==> config.mk <==
export PLATFORM = sky130hd
export DESIGN_NAME = spi_bus_scheduler
export DESIGN_NICKNAME = d
export VERILOG_FILES = /design/src/rtl/spi_bus_scheduler.sv
export SDC_FILE = /design/constraint.sdc
export NUM_CORES = 1
export LEC_CHECK = 0
export BUFFER_PORTS_ARGS = -buffer_cell sky130_fd_sc_hd__buf_2
export CORE_MARGIN = 2
export CORE_UTILIZATION = 53
export CTS_BUF_LIST = sky130_fd_sc_hd__clkbuf_4 sky130_fd_sc_hd__clkbuf_8 sky130_fd_sc_hd__clkbuf_16
export DETAILED_ROUTE_END_ITERATION = 12
export PLACE_DENSITY = 0.93
export SLEW_MARGIN = 0
export SYNTH_ARGS = -nofsm -noshare
export SYNTH_HDL_FRONTEND = slang
export SYNTH_SLANG_ARGS = --single-unit
==> constraint.sdc <==
create_clock -name clk -period 5.5 [get_ports clk]
set_input_delay 1.1 -clock clk [delete_from_list [all_inputs] [get_ports clk]]
set_output_delay 1.1 -clock clk [all_outputs]
set_load 0.01 [all_outputs]
==> src/rtl/spi_bus_scheduler.sv <==
// Round-robin scheduler that shares one SPI master engine among NUM_REQ requesters,
// sequencing slave select, setup delay, engine start, watchdog and inter-transaction gap.
//
// state  | meaning
// IDLE   | arbitrate pending requests from the round-robin pointer
// SETUP  | SS low, tx byte and mode latched, waiting SETUP_CYCLES
// START  | one-cycle engine start pulse, watchdog cleared
// WAIT   | waiting for eng_done or watchdog expiry
// FINISH | ack (and timeout_err if aborted) to the granted requester
// GAP    | SS high for GAP_CYCLES before returning to IDLE
module spi_bus_scheduler #(
    parameter int NUM_REQ        = 4,
    parameter int SETUP_CYCLES   = 2,
    parameter int GAP_CYCLES     = 3,
    parameter int TIMEOUT_CYCLES = 64
) (
    input  logic                   clk,
    input  logic                   rst,
    input  logic [NUM_REQ-1:0]     req,
    input  logic [8*NUM_REQ-1:0]   req_data,
    input  logic [2*NUM_REQ-1:0]   req_mode,
    output logic [NUM_REQ-1:0]     gnt,
    output logic [NUM_REQ-1:0]     ack,
    output logic [7:0]             rx_data,
    output logic                   timeout_err,
    output logic                   eng_start,
    output logic [7:0]             eng_data,
    output logic                   CKP,
    output logic                   CPH,
    output logic [NUM_REQ-1:0]     SS,
    input  logic                   eng_done,
    input  logic [7:0]             eng_rx_data
);

    localparam int IDX_W   = (NUM_REQ > 1) ? $clog2(NUM_REQ) : 1;
    localparam int WD_W    = $clog2(TIMEOUT_CYCLES + 1);
    localparam int CNT_MAX = (SETUP_CYCLES > GAP_CYCLES) ? SETUP_CYCLES : GAP_CYCLES;
    localparam int CNT_W   = (CNT_MAX > 1) ? $clog2(CNT_MAX + 1) : 1;

    localparam logic [2:0] ST_IDLE   = 3'd0;
    localparam logic [2:0] ST_SETUP  = 3'd1;
    localparam logic [2:0] ST_START  = 3'd2;
    localparam logic [2:0] ST_WAIT   = 3'd3;
    localparam logic [2:0] ST_FINISH = 3'd4;
    localparam logic [2:0] ST_GAP    = 3'd5;

    logic [2:0]          state_q, state_d;
    logic [CNT_W-1:0]    cnt_q, cnt_d;
    logic [WD_W-1:0]     wdog_q, wdog_d, wdog_inc;
    logic [IDX_W-1:0]    idx_q, idx_d;
    logic [IDX_W-1:0]    ptr_q, ptr_d;
    logic [NUM_REQ-1:0]  gnt_q, gnt_d;
    logic [NUM_REQ-1:0]  ss_q, ss_d;
    logic [NUM_REQ-1:0]  ack_q, ack_d;
    logic                err_q, err_d;
    logic                start_q, start_d;
    logic [7:0]          data_q, data_d;
    logic                ckp_q, ckp_d;
    logic                cph_q, cph_d;
    logic [7:0]          rx_q, rx_d;

    logic                win_found;
    logic [IDX_W-1:0]    win_idx;
    logic [NUM_REQ-1:0]  win_onehot;
    logic [7:0]          win_data;
    logic [1:0]          win_mode;

    // First pending request at or above the pointer, wrapping back to 0.
    always_comb begin : arb
        int cand;
        win_found  = 1'b0;
        win_idx    = '0;
        win_onehot = '0;
        cand       = 0;
        for (int k = 0; k < NUM_REQ; k++) begin
            cand = int'(ptr_q) + k;
            if (cand >= NUM_REQ) begin
                cand = cand - NUM_REQ;
            end
            if (!win_found && req[IDX_W'(cand)]) begin
                win_found = 1'b1;
                win_idx   = IDX_W'(cand);
            end
        end
        win_onehot[win_idx] = 1'b1;
        win_data = req_data[8*int'(win_idx) +: 8];
        win_mode = req_mode[2*int'(win_idx) +: 2];
    end

    assign wdog_inc = wdog_q + 1'b1;

    always_comb begin
        state_d = state_q;
        cnt_d   = cnt_q;
        wdog_d  = wdog_q;
        idx_d   = idx_q;
        ptr_d   = ptr_q;
        gnt_d   = gnt_q;
        ss_d    = ss_q;
        ack_d   = '0;
        err_d   = 1'b0;
        start_d = 1'b0;
        data_d  = data_q;
        ckp_d   = ckp_q;
        cph_d   = cph_q;
        rx_d    = rx_q;
        case (state_q)
            ST_IDLE: begin
                if (win_found) begin
                    state_d = ST_SETUP;
                    idx_d   = win_idx;
                    gnt_d   = win_onehot;
                    ss_d    = ~win_onehot;
                    data_d  = win_data;
                    ckp_d   = win_mode[1];
                    cph_d   = win_mode[0];
                    cnt_d   = CNT_W'(SETUP_CYCLES - 1);
                end
            end
            ST_SETUP: begin
                if (cnt_q == '0) begin
                    state_d = ST_START;
                    start_d = 1'b1;
                    wdog_d  = '0;
                end else begin
                    cnt_d = cnt_q - 1'b1;
                end
            end
            ST_START: begin
                state_d = ST_WAIT;
                wdog_d  = '0;
            end
            ST_WAIT: begin
                // A done arriving on the expiry cycle still counts as a completed transfer.
                if (eng_done) begin
                    state_d = ST_FINISH;
                    rx_d    = eng_rx_data;
                    ack_d   = gnt_q;
                end else if (wdog_inc == WD_W'(TIMEOUT_CYCLES)) begin
                    state_d = ST_FINISH;
                    rx_d    = 8'h00;
                    ack_d   = gnt_q;
                    err_d   = 1'b1;
                end else begin
                    wdog_d = wdog_inc;
                end
            end
            ST_FINISH: begin
                state_d = ST_GAP;
                gnt_d   = '0;
                ss_d    = '1;
                ptr_d   = (idx_q == IDX_W'(NUM_REQ - 1)) ? '0 : idx_q + 1'b1;
                cnt_d   = CNT_W'(GAP_CYCLES - 1);
            end
            ST_GAP: begin
                if (cnt_q == '0) begin
                    state_d = ST_IDLE;
                end else begin
                    cnt_d = cnt_q - 1'b1;
                end
            end
            default: begin
                state_d = ST_IDLE;
            end
        endcase
    end

    always_ff @(posedge clk) begin
        if (rst) begin
            state_q <= ST_IDLE;
            cnt_q   <= '0;
            wdog_q  <= '0;
            idx_q   <= '0;
            ptr_q   <= '0;
            gnt_q   <= '0;
            ss_q    <= '1;
            ack_q   <= '0;
            err_q   <= 1'b0;
            start_q <= 1'b0;
            data_q  <= 8'h00;
            ckp_q   <= 1'b0;
            cph_q   <= 1'b0;
            rx_q    <= 8'h00;
        end else begin
            state_q <= state_d;
            cnt_q   <= cnt_d;
            wdog_q  <= wdog_d;
            idx_q   <= idx_d;
            ptr_q   <= ptr_d;
            gnt_q   <= gnt_d;
            ss_q    <= ss_d;
            ack_q   <= ack_d;
            err_q   <= err_d;
            start_q <= start_d;
            data_q  <= data_d;
            ckp_q   <= ckp_d;
            cph_q   <= cph_d;
            rx_q    <= rx_d;
        end
    end

    assign gnt         = gnt_q;
    assign ack         = ack_q;
    assign rx_data     = rx_q;
    assign timeout_err = err_q;
    assign eng_start   = start_q;
    assign eng_data    = data_q;
    assign CKP         = ckp_q;
    assign CPH         = cph_q;
    assign SS          = ss_q;

endmodule

======== Word-level counts from Yosys, hierarchy flattened ========
Index checks and enable logic that the tools add are counted.
word-level totals
  register bits after elaboration ......... 48
  latch bits .............................. 0
  RAM bits ................................ 0
  memory bits (read-only) ................. 0
  bits of input ports ..................... 55
  output and inout bits ................... 32
  logic and storage cells ................. 126
  memories ................................ 0
cells by class
  $add $sub $neg .......................... 10
  $mul .................................... 0
  divide/modulo/power cells ............... 0
  magnitude comparators ................... 10
  eq/ne operators ......................... 14
  shift-type cells ........................ 2
  muxes and demuxes ....................... 50
  bitwise gates (word level) .............. 3
  reductions and logical operators ........ 23
operators by type and width
  kind                 number
  $shiftx 32x6->8      1
  $mux 2               11
  $mux 7               3
  $pmux 7 s3           1
  $pmux 3 s6           1
  $lt 2x4->1 const B   4
  $mux 4               4
  $mux 8               2
  $pmux 4 s2           2
  $mux 1               15
  $mux 3               5
  $ne 2x2->1 const B   6
  $sub 2x1->2 const B  5
  $ge 3x3->1 const B   3
  $bmux 1 s2           4
  $reduce_and 4->1     2
  $shiftx 8x4->2       1
  $add 7x1->7 const B  1
  $eq 7x7->1 const B   1
  $add 2x2->3 const B  2
  $eq 3x2->1 const B   2
  $eq 3x3->1 const B   2
  $pmux 2 s3           1
  $reduce_and 2->1     3
  other kinds (20)     30

======== Longest topological paths before layout ========
  word-level depth ........................ 22
  mapped depth ............................ 8

======== Worst setup path after synthesis ========
No wires, ideal clock.
  kind .................................... in2reg
  from .................................... input port req[2]
  to ...................................... register data_q[0], in the netlist eng_data[0]
  setup time .............................. 0.133 ns
  arrival ................................. 2.277 ns
  data required time ...................... 5.367 ns
  setup slack ............................. 3.090 ns
  stages .................................. 8
  cells stage by stage .................... inv_1 -> o221ai_1 -> o21a_1 -> or2_1 -> clkbuf_1 -> buf_2 -> mux2i_1 -> o221ai_1
on the way
  word-level cells in the longest chain between the ends .. 14
  elaborated cells between the ends (all ways) .. 28
  classes of those cells .................. shift: 1; mux: 20; reduce/logical: 7
RTL lines
  element                                                     RTL line  RTL
  start: declaration                                          19        input logic [NUM_REQ-1:0] req,
  $bmux 1 s2                                                  80        if (!win_found && req[IDX_W'(cand)]) begin
  $mux 1 (implied by the code) (2 in series)                  80
  $mux 1                                                      80
  $logic_not 1->1                                             80
  $logic_and 1x1->1                                           80
  $mux 1                                                      80
  $logic_not 1->1                                             80
  $logic_and 1x1->1                                           80
  $mux 1                                                      80
  $logic_not 1->1                                             80
  $logic_and 1x1->1                                           80
  $mux 2 / $mux 1 (equally long branches)                     80
  $shiftx 32x6->8 / $reduce_and 2->1 (equally long branches)  -
  end signal: assignment                                      195       data_q <= data_d;
  end: declaration                                            57        logic [7:0] data_q, data_d;
Parallel ways exist; a longest one is shown, timed or not. The select of a mux whose other input is x is not followed.
A chain may end at the register's enable or synchronous reset.

======== Final worst setup path ========
  from .................................... input port req[3]
  to ...................................... register data_q[3], in the netlist eng_data[3]
Same word-level chain as after synthesis.

==> flow_metrics.env <==
export IMPL_grt_pass1_vias=2035
export IMPL_min_period_ps=2800
export IMPL_antenna_cells=0
export IMPL_final_cell_area_sq_um=2870
export IMPL_cts_sinks=48
export IMPL_rsz0062_at_grt="false"
export IMPL_area_delta_synth_final_pct=22.9
export IMPL_setup_tns_final_ps=0
export IMPL_synth_edf_count=0
export IMPL_grt_use_met2=0.356
export IMPL_rows=24
export IMPL_worstPathMaxFanout=21
export IMPL_cts_resized=0
export IMPL_critPathTopFamily="simple AND/OR/NAND/NOR gates"
export IMPL_async_flop_share=0
export IMPL_clock_skew_ps=2.81
export IMPL_status="complete, no violations"
export IMPL_root_buffer="clkbuf_8"
export IMPL_ant_nets=0
export IMPL_postCtsSetupRepairBufs=0
export IMPL_drt_iter0_drc=104
export IMPL_grt_overflow_total=0
export IMPL_ctsHoldBuffers=0
export IMPL_reg2reg_from="state_q[1]"
export IMPL_vias_per_cell=5.70
export IMPL_min_from="rx_data[5]"
export IMPL_nNetsFinal=381
export IMPL_synth_seq_cells=48
export IMPL_hpwl_microns=3850
export IMPL_critical_path_max_stage_delay_ps=630
export IMPL_drive_gt1_frac=0.319
export IMPL_critPathCaptureType="register"
export IMPL_grt_pass1_wl_microns=8620
export IMPL_grt_max_degree=31
export IMPL_worstSetupPathType="primary input to register"
export IMPL_crit_start="req[3]"
export IMPL_cp_data_arrival_time_ps=2980
export IMPL_met1_usage=0.253
export IMPL_tightestPinTransition_ps=1130
export IMPL_startpoint_type="primary input"
export IMPL_slew_viol_final=0
export IMPL_hold_violations=0
export IMPL_fmax_ghz=0.357
export IMPL_min_period_over_period=0.510
export IMPL_met3_usage=0.0548
export IMPL_power_density_nw_per_um2=358
export IMPL_ioPinCount=87
export IMPL_yosysSeqAreaShare=0.411
export IMPL_peakVddDrop_mv=0.174
export IMPL_crit_chain="buf_2 > nor4_1 > or4_1 > or3_1 > o221ai_1"
export IMPL_wl_per_cell_microns=14.2
export IMPL_yosysUniqueCellTypes=50
export IMPL_port_buffers=86
export IMPL_top_usage_layer="met2"
export IMPL_drc_errors=0
export IMPL_dieArea_sq_um=4960
export IMPL_clk_path_buf_depth=2
export IMPL_leakagePower_uw=0.00135
export IMPL_clk_pin_slew_ps=90
export IMPL_hold_class="register to register"
export IMPL_wl_microns=5310
export IMPL_syn_nets=305
export IMPL_slew_headroom=0.248
export IMPL_placed_area_sq_um=2760
export IMPL_setup_viol=0
export IMPL_clock_latency_ps=300
export IMPL_cp_buffers_inverters=1
export IMPL_ys_flop_type="dfxtp_1"
export IMPL_timing_max_cap_violations=0
export IMPL_h_tree_depth=2
export IMPL_syn_area_sq_um=2340
export IMPL_cpMaxStageDelayCell="or4_1"
export IMPL_gp_congestion=0.853
export IMPL_coreArea_sq_um=4290
export IMPL_cts_tree="built"
export IMPL_antenna_found_initial=0
export IMPL_firstDrtPassIters=4
export IMPL_die_x_microns=70.4
export IMPL_synth_area_per_cell_sq_um=9.51
export IMPL_vias=2136
export IMPL_start_util=0.545
export IMPL_grt_total_usage=0.213
export IMPL_syn_inst=246
export IMPL_cts_buffers_inserted=5
export IMPL_required_ps=5670
export IMPL_dieHeight_microns=70.4
export IMPL_synth_warnings=0
-- cell type report --
cell class | count | area (sq um)
flip-flops and latches | 48 | 961
multi-input cells | 177 | 1290
well taps | 52 | 65.1
clock inverters | 3 | 46.3
clock buffers | 5 | 68.8
repair buffers | 86 | 430
inverters | 4 | 15.0
fillers | 353 | 1420
-- worst register-to-register path: cells and delay by family, from the launching register on --
family | cells | cell delay [ps]
AND/OR/NAND/NOR | 3 | 1060
AO/OA/AOI/OAI | 3 | 780
flip-flops | 1 | 500
-- cells in the final DEF, fill, tap and decap left out, drive strengths merged, types with 8 or more instances in the layout --
master and instances:
a21oi 8, nand3 8, nand3b 12, a22o 8, nand2 16, mux2i 22, buf 86, dfxtp 48
nor2 20, o221ai 11
-- cells in the mapped netlist, types with 2 or more instances --
library cell | n | area share
o221ai_1 | 11 | 0.041
or3_1 | 3 | 0.0080
ha_1 | 4 | 0.021
buf_1 | 3 | 0.0048
o22ai_1 | 4 | 0.011
a21o_1 | 7 | 0.022
clkbuf_1 | 5 | 0.0080
a31oi_1 | 2 | 0.0053
buf_2 | 9 | 0.019
and3_1 | 4 | 0.011
nor4_1 | 3 | 0.0080
nand2_1 | 16 | 0.026
dfxtp_1 | 48 | 0.41
nand3_1 | 8 | 0.017
a21oi_1 | 8 | 0.017
nand3b_1 | 12 | 0.039
mux2i_1 | 22 | 0.094
a22o_1 | 8 | 0.030
nor2_1 | 19 | 0.030
o21ai_1 | 7 | 0.015
o31ai_1 | 3 | 0.0096
a2111oi_0 | 2 | 0.0075
a2bb2oi_1 | 2 | 0.0075
inv_1 | 4 | 0.0064
nand2b_1 | 4 | 0.011
nor2b_1 | 4 | 0.011
-- sequential cells by signal, indices dropped and copies added, names as in the netlist, 3 cells and up --
register and cells:
rx_data 8, gnt 4, eng_data 8, SS 4, ack 4, wdog_q 7
state_q 3
-- final timing paths --
check                                    to  slack [ps]  cells past startpoint
worst max-delay path            eng_data[3]        2700                      5
worst min-delay path             rx_data[5]         470                      1
worst max register to register    wdog_q[3]        3110                      6
worst min register to register   rx_data[5]         470                      1
-- metal layers --
metal  wire [microns]  up-vias
li1                 -     1065
met1             2270      980
met2             2600       78
met3              328       13
met4              115        0
met5                0        -
-- report_power, final --
part	internal [uW]	leakage, uW	switching, uW
logic	128	0.000906	185
registers	405	0.000391	49.2
clock network	137	0.0000548	125
-- through the flow --
step           hold WS (ps)  utilization  std cells  setup WS (ps)  power, uW
2_1_floorplan           440            -        246           3090        674
3_3_place_gp            448        0.642        367           2500        761
3_5_place_dp            452        0.642        367           2410        772
4_1_cts                 482        0.669        375           2720       1030
5_1_grt                 490        0.669        375           2530       1090
6_report                474        0.669        375           2700       1030
-- logic make-up after synthesis --
logic type	share of synthesized area
XOR/XNOR	0.00375
adder cells (fa/ha/maj)	0.0214
AO/OA/AOI/OAI	0.223
flip-flops	0.411
multiplexers	0.0942
buffers and inverters	0.0385
AND/OR/NAND/NOR	0.208
No activity file was read; power rests on OpenSTA's default activity.
